### src/rtl/pipelined_cla_adder.sv
// pipelined_cla_adder: WIDTH-bit adder, one GROUP-bit lookahead group per stage; define CLA_OVERFLOW_EN to add the overflow output
module pipelined_cla_adder #(
    parameter int WIDTH = 32,
    parameter int GROUP = 8
) (
    input  logic             clk,
    input  logic             rst,
    input  logic             in_valid,
    output logic             in_ready,
    input  logic [WIDTH-1:0] X,
    input  logic [WIDTH-1:0] Y,
    input  logic             C0,
    output logic             out_valid,
    input  logic             out_ready,
    output logic [WIDTH-1:0] sum,
`ifdef CLA_OVERFLOW_EN
    output logic             carry_out,
    output logic             overflow
`else
    output logic             carry_out
`endif
);
    localparam int G      = (GROUP < 1) ? 1 : GROUP;
    localparam int STAGES = WIDTH / G;

    if (GROUP < 1) begin : g_bad_group
        $error("pipelined_cla_adder: GROUP must be at least 1");
    end else if (WIDTH % GROUP != 0) begin : g_bad_width
        $error("pipelined_cla_adder: WIDTH must be a multiple of GROUP");
    end

    // every carry is a flat sum of products over g/p/ci, so no carry waits on another
    function automatic logic [G:0] lookahead(input logic [G-1:0] g, input logic [G-1:0] p, input logic ci);
        logic [G:0] c;
        logic       t;
        c = '0;
        for (int i = 0; i <= G; i++) begin
            t = ci;
            for (int j = 0; j < i; j++) t = t & p[j];
            c[i] = t;
            for (int j = 0; j < i; j++) begin
                t = g[j];
                for (int m = j + 1; m < i; m++) t = t & p[m];
                c[i] = c[i] | t;
            end
        end
        return c;
    endfunction

    logic [STAGES-1:0] r_v, r_c, w_ld, w_vi, w_ci, w_cn;
    logic [WIDTH-1:0]  r_x [STAGES];
    logic [WIDTH-1:0]  r_y [STAGES];
    logic [WIDTH-1:0]  r_s [STAGES];
    logic [WIDTH-1:0]  w_xi [STAGES];
    logic [WIDTH-1:0]  w_yi [STAGES];
    logic [WIDTH-1:0]  w_si [STAGES];
    logic [WIDTH-1:0]  w_sn [STAGES];

    for (genvar k = 0; k < STAGES; k++) begin : g_stage
        logic [G-1:0] w_g, w_p;
        logic [G:0]   w_c;
        if (k == 0) begin : g_first
            assign w_xi[k] = X;
            assign w_yi[k] = Y;
            assign w_si[k] = '0;
            assign w_ci[k] = C0;
            assign w_vi[k] = in_valid;
        end else begin : g_next
            assign w_xi[k] = r_x[k-1];
            assign w_yi[k] = r_y[k-1];
            assign w_si[k] = r_s[k-1];
            assign w_ci[k] = r_c[k-1];
            assign w_vi[k] = r_v[k-1];
        end
        assign w_g     = w_xi[k][k*G +: G] & w_yi[k][k*G +: G];
        assign w_p     = w_xi[k][k*G +: G] ^ w_yi[k][k*G +: G];
        assign w_c     = lookahead(w_g, w_p, w_ci[k]);
        assign w_sn[k] = w_si[k] | (WIDTH'(w_p ^ w_c[G-1:0]) << (k * G));
        assign w_cn[k] = w_c[G];
    end

    // a stage loads when empty or when its successor loads, so bubbles collapse
    always_comb begin
        w_ld = '0;
        w_ld[STAGES-1] = !r_v[STAGES-1] || out_ready;
        for (int i = STAGES - 2; i >= 0; i--) w_ld[i] = !r_v[i] || w_ld[i+1];
    end

`ifdef CLA_OVERFLOW_EN
    logic w_ov, r_ov;
    assign w_ov = (w_xi[STAGES-1][WIDTH-1] == w_yi[STAGES-1][WIDTH-1]) &&
                  (w_sn[STAGES-1][WIDTH-1] != w_xi[STAGES-1][WIDTH-1]);
    assign overflow = r_ov;
    always_ff @(posedge clk or posedge rst)
        if (rst) r_ov <= 1'b0;
        else if (w_ld[STAGES-1] && w_vi[STAGES-1]) r_ov <= w_ov;
`endif

    always_ff @(posedge clk or posedge rst)
        if (rst) begin
            r_v <= '0;
            r_c <= '0;
            for (int i = 0; i < STAGES; i++) begin
                r_x[i] <= '0;
                r_y[i] <= '0;
                r_s[i] <= '0;
            end
        end else begin
            for (int i = 0; i < STAGES; i++)
                if (w_ld[i]) begin
                    r_v[i] <= w_vi[i];
                    if (w_vi[i]) begin
                        r_x[i] <= w_xi[i];
                        r_y[i] <= w_yi[i];
                        r_s[i] <= w_sn[i];
                        r_c[i] <= w_cn[i];
                    end
                end
        end

    assign in_ready  = w_ld[0];
    assign out_valid = r_v[STAGES-1];
    assign sum       = r_s[STAGES-1];
    assign carry_out = r_c[STAGES-1];
endmodule

### config.mk
export PLATFORM = sky130hd
export DESIGN_NAME = pipelined_cla_adder
export DESIGN_NICKNAME = d
export VERILOG_FILES = /design/src/rtl/pipelined_cla_adder.sv
export SDC_FILE = /design/constraint.sdc
export NUM_CORES = 1
export LEC_CHECK = 0
export CAP_MARGIN = 20
export CORE_AREA = 2 2 174 176
export CTS_CLUSTER_DIAMETER = 50
export DETAILED_ROUTE_END_ITERATION = 6
export DIE_AREA = 0 0 176 178
export PLACE_DENSITY = 0.44
export SYNTH_ARGS = -nofsm -noshare
export SYNTH_HDL_FRONTEND = slang
export SYNTH_SLANG_ARGS = --single-unit
### constraint.sdc
create_clock -name clk -period 7.98 [get_ports clk]
set_input_delay 2.394 -clock clk [delete_from_list [all_inputs] [get_ports clk]]
set_output_delay 2.394 -clock clk [all_outputs]
set_load 0.02 [all_outputs]
==> impl_metrics.ini, run 1 <==
[status]
run_status = completed

[sta]
finalHoldViolCount = 0
timing.clock.skew_ps = 12.4
report.final.setup_viol = 0
slew_viol_final = 0
slew-limit-headroom_pct = 37.9
period_share_pct = 80.0
finalCriticalPeriod_ps = 6390
accumulated_negative_setup_slack_ps = 0
rsz0062_at_grt = no
worst_pin_slew_ps = 932
max_freq_mhz = 157

[grt]
track_usage_pct = 12.1
grt_pass1_wl_um = 29800
largest_net_degree_at_the_start_of_global_routing = 130
grt_antenna_before_repair = 1
overflow = 0
first_global_vias = 5616

[logic_synthesis]
synthesis.yosys.warnings = 0
synth_sequential_area_ratio_pct = 54.7
synth_edf_count = 0
async_reset_ff_share_pct = 100
synth-seq-cells = 184
synthesis.area_mm2 = 0.00841
synth_top_cells_by_area = sky130_fd_sc_hd__dfrtp_1 55%, sky130_fd_sc_hd__nand2_1 11%, sky130_fd_sc_hd__mux2_2 9.9%, sky130_fd_sc_hd__ha_1 5.4%, sky130_fd_sc_hd__buf_4 3.3%
yosys_most_used_dff = sky130_fd_sc_hd__dfrtp_1
syn-mean-instance-area_um2 = 10.8
synth_unique_cells = 53
synth_top_area_share_pct = 54.7
postSynthCellCount = 776
synth.net_count = 885
synthDominantAreaCellType = sky130_fd_sc_hd__dfrtp_1

[detailed_routing]
drc = 0
drt_pass1_iterations = 4
routed_via_density = 4.40
totalWireLength_um = 17800
drt_first_iter_violations = 325
post_drt_wl_per_cell_um = 14.3
postRouteAntennaNets = 0
routed-via-count = 5485

[power_and_ir_drop]
pwr-share-clk_pct = 26.9
cell_internal_pwr_mw = 2.21
p_switching_mw = 1.06
switching_share_pct = 32.5
power.sequential.fraction_pct = 42.1
power_dens_cells_mw_per_mm2 = 319
p_leak_nw = 4.72
combinationalPowerShare_pct = 30.9
post-layout-total-power_mw = 3.27
vdd_drop_max_mv = 0.105

[placed_design]
place.detailed.hpwl_um = 11800
gp_congestion = 0.724
port-buffer-count = 103

[finish]
drive_above_1_share_pct = 14.7
area_growth_pct = 21.9
sequential_cell_area_mm2 = 0.00460
design.final.nets = 952
final.fill_count = 2972
multi_input_comb_area_mm2 = 0.00341

[floorplanning]
die_x_um = 176
initial_core_utilization_pct = 28.6
die_area_mm2 = 0.0313
top_level_ports = 104
floorplan.die.height_um = 178
coreArea_mm2 = 0.0294
floorplan.rows = 63

[clock_tree]
insertion_delay_ps = 420
cts-resized-gates = 0
cts-hold-fix-buffers = 0
inserted_clock_buffers = 17
ctsHtreeMaxLevel = 4
cts_sink_cnt = 184
clock_tree.root_cell = sky130_fd_sc_hd__clkbuf_16
path_clk_slew_ps = 70
max-clock-path-buffers = 2
cts_tree = yes
post-cts-setup-buffer-count = 0

[critical_path]
worst_setup_path_start_kind = input pin
worst_setup_path_end_kind = primary output
critical_path_peak_fanout = 5
critPathKind = in -> out
data_required_time_at_the_worst_endpoint_ps = 5590
critical_path_arrival_ps = 3990

[run]
timing.max_cap.violations = 0

[min_path]
worstHoldPathType = reg -> reg
==> flip-flops by register name, indices dropped and copies added (netlist names) <==
signal  cells
r_v         4
r_s        48
r_y        48
sum        32
r_x        48
r_c         4
==> power by group through the flow <==
stage          sequential, mW  clock [mW]  combinational [mW]
3_3_place_gp             1.40           0                1.01
5_1_grt                  1.42       0.952                1.14
2_1_floorplan            1.35           0               0.805
4_1_cts                  1.38       0.914                1.03
6_report                 1.38       0.881                1.01
3_5_place_dp             1.40           0                1.03
==> final cells by class <==
cell class	count	area share, %
multi-input cells	521	33.3
inverters	9	0.403
flip-flops and latches	184	44.9
diodes	1	0.0244
clock buffers	19	4.32
clock inverters	12	1.60
well taps	390	4.76
repair buffers	110	10.7
==> cells by family after synthesis <==
family,synth area share [%]
buffers and inverters,5.01
AND/OR/NAND/NOR,15.3
adder cells (fa/ha/maj),6.30
flip-flops,54.7
multiplexers,10.1
XOR/XNOR,1.04
AO/OA/AOI/OAI,7.49
==> per-stage QoR <==
stage	instance area [µm²]	hold WS, ps	util [%]	setup slack, ps	instances
after global routing	10300	478	34.9	1520	1245
after global placement	9620	445	32.7	1590	1213
final	10300	462	34.9	1590	1246
after detailed placement	9620	450	32.7	1600	1213
after CTS	10200	466	34.8	1580	1244
after floorplan	8410	430	-	586	776
==> final timing paths <==
check / from / to / slack, ps / cells past startpoint
worst min register to register: r_y[114] / r_y[82] / 460 / 2
worst max register to register: r_v[2] / r_x[127] / 5450 / 4
min in group asynchronous: rst / r_s[53] / 2560 / 2
worst max-delay path: out_ready / in_ready / 1590 / 4
worst min-delay path: r_y[114] / r_y[82] / 460 / 2
max in group asynchronous: rst / r_y[126] / 4060 / 3
==> per-layer routing <==
layer	share of wire [%]	routed length (µm)	global-route usage, %	up-vias
li1	-	-	-	2733
met1	50	8890	16.4	2665
met2	45	8050	19.3	77
met3	4.3	760	3.15	10
met4	0.80	143	3.31	0
met5	0	0	0	-
==> worst max-delay path, cell delays in order <==
cell and delay [ps]:
sky130_fd_sc_hd__clkdlybuf4s50_1 460, sky130_fd_sc_hd__and4b_1 430, sky130_fd_sc_hd__nand2_1 120, sky130_fd_sc_hd__clkdlybuf4s50_1 580
==> synth_stat cells, types with 4 or more instances <==
cell type,count
sky130_fd_sc_hd__o21ai_0,17
sky130_fd_sc_hd__a21oi_1,11
sky130_fd_sc_hd__o211ai_1,6
sky130_fd_sc_hd__nand4_1,5
sky130_fd_sc_hd__nor3_1,11
sky130_fd_sc_hd__buf_2,13
sky130_fd_sc_hd__a21o_1,7
sky130_fd_sc_hd__clkbuf_1,9
sky130_fd_sc_hd__o21a_1,6
sky130_fd_sc_hd__nor2_1,8
sky130_fd_sc_hd__dfrtp_1,184
sky130_fd_sc_hd__fa_1,4
sky130_fd_sc_hd__mux2_2,74
sky130_fd_sc_hd__nand2b_1,9
sky130_fd_sc_hd__xnor2_1,10
sky130_fd_sc_hd__o31ai_1,10
sky130_fd_sc_hd__inv_1,9
sky130_fd_sc_hd__nand3_1,5
sky130_fd_sc_hd__buf_4,37
sky130_fd_sc_hd__nand2_1,254
sky130_fd_sc_hd__ha_1,36
==> layout by cell type (no fill, tap or decap), types with 5 or more instances in the layout <==
master,instances
sky130_fd_sc_hd__nand2b_1,8
sky130_fd_sc_hd__ha_1,36
sky130_fd_sc_hd__xnor2_1,10
sky130_fd_sc_hd__dfrtp_1,184
sky130_fd_sc_hd__mux2_2,74
sky130_fd_sc_hd__nand2_1,252
sky130_fd_sc_hd__o21ai_0,17
sky130_fd_sc_hd__buf_4,6
sky130_fd_sc_hd__nand3_1,5
sky130_fd_sc_hd__nor2_1,7
sky130_fd_sc_hd__o31ai_1,10
sky130_fd_sc_hd__a21o_1,7
sky130_fd_sc_hd__a21oi_1,11
sky130_fd_sc_hd__o211ai_1,6
sky130_fd_sc_hd__nand4_1,5
sky130_fd_sc_hd__clkdlybuf4s50_1,103
sky130_fd_sc_hd__clkbuf_16,17
sky130_fd_sc_hd__o21a_1,6
sky130_fd_sc_hd__inv_1,8
sky130_fd_sc_hd__nor3_1,11
Note: power is estimated with default switching activity, not from simulation.
==> run 2: changes to the inputs <==
Settings changed: PLACE_DENSITY 0.44 to 0.45.
Clock period 7.98 ns to 5.4 ns, I/O delays scaled along.
==> impl_metrics.ini, run 2 (synthesized netlist as in run 1, its figures left out) <==
[status]
run_status = completed

[detailed_routing]
postRouteAntennaNets = 0
routed-via-count = 5482
routed_via_density = 4.39
drt_pass1_iterations = 5
totalWireLength_um = 17700
post_drt_wl_per_cell_um = 14.2
drc = 0
drt_first_iter_violations = 340

[grt]
largest_net_degree_at_the_start_of_global_routing = 84
track_usage_pct = 11.9
overflow = 0
grt_antenna_before_repair = 1
grt_pass1_wl_um = 29400
first_global_vias = 5578

[min_path]
hold_path_end = r_s[40]
min_from = r_s[72]
hold-path-cell-count = 2
worstHoldPathType = reg -> reg

[placed_design]
place.detailed.hpwl_um = 11800
pre_cts_setup_slack_ps = 512
gp_congestion = 0.729
port-buffer-count = 103

[critical_path]
worst_setup_path_end_kind = primary output
critPathMaxStageDelay_ps = 570
r2r_start = r_x[80]
critPathKind = in -> out
r2r_setup_slack_ps = 3190
reg2reg_depth = 6
critical_path_peak_fanout = 5
rr_endpoint = r_s[55]
worst_setup_path_start_kind = input pin
critical_path_arrival_ps = 3300
data_required_time_at_the_worst_endpoint_ps = 3780
crit_chain = clkdlybuf4s50_1 -> and4b_1 -> nand2_1 -> clkdlybuf4s50_1
crit_path_frequent_cell = sky130_fd_sc_hd__clkdlybuf4s50_1
critical_path.slowest_cell = sky130_fd_sc_hd__clkdlybuf4s50_1

[finish]
commonest_non_fill_non_tap_cell_in_the_layout = sky130_fd_sc_hd__nand2_1
layout.core_utilization_pct = 35.1
most-common-layout-cells = 252 x sky130_fd_sc_hd__nand2_1, 184 x sky130_fd_sc_hd__dfrtp_1, 103 x sky130_fd_sc_hd__clkdlybuf4s50_1
design.final.nets = 954
area_growth_pct = 22.7
drive_above_1_share_pct = 14.9
biggest_regs = r_s x48, r_x x48, r_y x48

[sta]
max_freq_mhz = 203
slew_viol_final = 0
report.final.setup_viol = 0
timing.clock.skew_ps = 11.7
finalHoldViolCount = 0
period_share_pct = 91.1
accumulated_negative_setup_slack_ps = 0
layout_setup_ws_ps = 480
slew-limit-headroom_pct = 41.8
worst_pin_slew_ps = 872
rsz0062_at_grt = no
finalCriticalPeriod_ps = 4920

[power_and_ir_drop]
vdd_drop_max_mv = 0.177
pwr-share-clk_pct = 28.0
combinationalPowerShare_pct = 30.5
p_switching_mw = 1.58
p_leak_nw = 4.75
switching_share_pct = 32.1
power_dens_cells_mw_per_mm2 = 475
cell_internal_pwr_mw = 3.33
power.sequential.fraction_pct = 41.4

[clock_tree]
max-clock-path-buffers = 2
cts-resized-gates = 0
ctsHtreeMaxLevel = 4
clock_tree.root_cell = sky130_fd_sc_hd__clkbuf_16
post-cts-setup-buffer-count = 0
cts-hold-fix-buffers = 0
insertion_delay_ps = 420
cts_tree = yes
path_clk_slew_ps = 70
cts_sink_cnt = 184
inserted_clock_buffers = 17

[floorplanning]
coreArea_mm2 = 0.0294
die_x_um = 176
die_area_mm2 = 0.0313
floorplan.die.height_um = 178
floorplan.rows = 63
initial_core_utilization_pct = 28.6
top_level_ports = 104

[run]
timing.max_cap.violations = 0
## run 2: cell count changes in the layout (fill, tap and decap cells not counted)
| cell | previous run | this run |
|---|---|---|
| sky130_fd_sc_hd__buf_12 | 1 | 3 |
| sky130_fd_sc_hd__bufinv_16 | 3 | 4 |
| sky130_fd_sc_hd__clkbuf_1 | 1 | 2 |
| sky130_fd_sc_hd__clkbuf_8 | 1 | 2 |
| sky130_fd_sc_hd__clkinv_2 | 2 | 0 |
| sky130_fd_sc_hd__inv_6 | 2 | 4 |
| sky130_fd_sc_hd__inv_8 | 3 | 1 |
## run 2: power groups by stage
stage | registers, mW | clock network, mW | logic [mW]
after floorplan | 1.99 | 0 | 1.19
after global placement | 2.07 | 0 | 1.51
after detailed placement | 2.07 | 0 | 1.52
after CTS | 2.05 | 1.43 | 1.52
after global routing | 2.10 | 1.48 | 1.69
final | 2.03 | 1.38 | 1.50
## run 2: worst max-delay path by stage
stage | start | to | slack, ps
floorplan | rst | r_c[0] | 1420
global placement | out_ready | in_ready | 510
detailed placement | out_ready | in_ready | 510
CTS | out_ready | in_ready | 480
global route | out_ready | in_ready | 430
finish | out_ready | in_ready | 480
## run 2: layout make-up
cell class	count	area [µm²]
Timing Repair Buffer	112	1140
Multi-Input combinational cell	521	3410
Inverter	9	37.5
Antenna cell	1	2.50
Tap cell	390	488
Clock buffer	21	460
Fill cell	3011	19100
Sequential cell	184	4600
Clock inverter	11	183
## run 2: per-layer routing
metal	part of all wire [%]	routed length (µm)	track usage (%)	vias up
met5	0	0	0	-
met4	0.88	156	3.31	0
met3	4.4	787	3.11	9
met2	46	8140	19.1	82
met1	49	8670	16.0	2659
li1	-	-	-	2732
## run 2: critical path, delay by kind of cell
kind                   cells  cell delay, ps
buffers and inverters      2            1030
and+or+nand+nor            2             640
## run 2: metrics by stage
stage	power (mW)	instances	instance area (µm²)	hold slack, ps
floorplan	3.18	776	8420	430
global placement	3.57	1215	9660	447
detailed placement	3.59	1215	9660	450
CTS	5.00	1247	10300	464
global route	5.27	1248	10300	483
finish	4.91	1249	10300	461
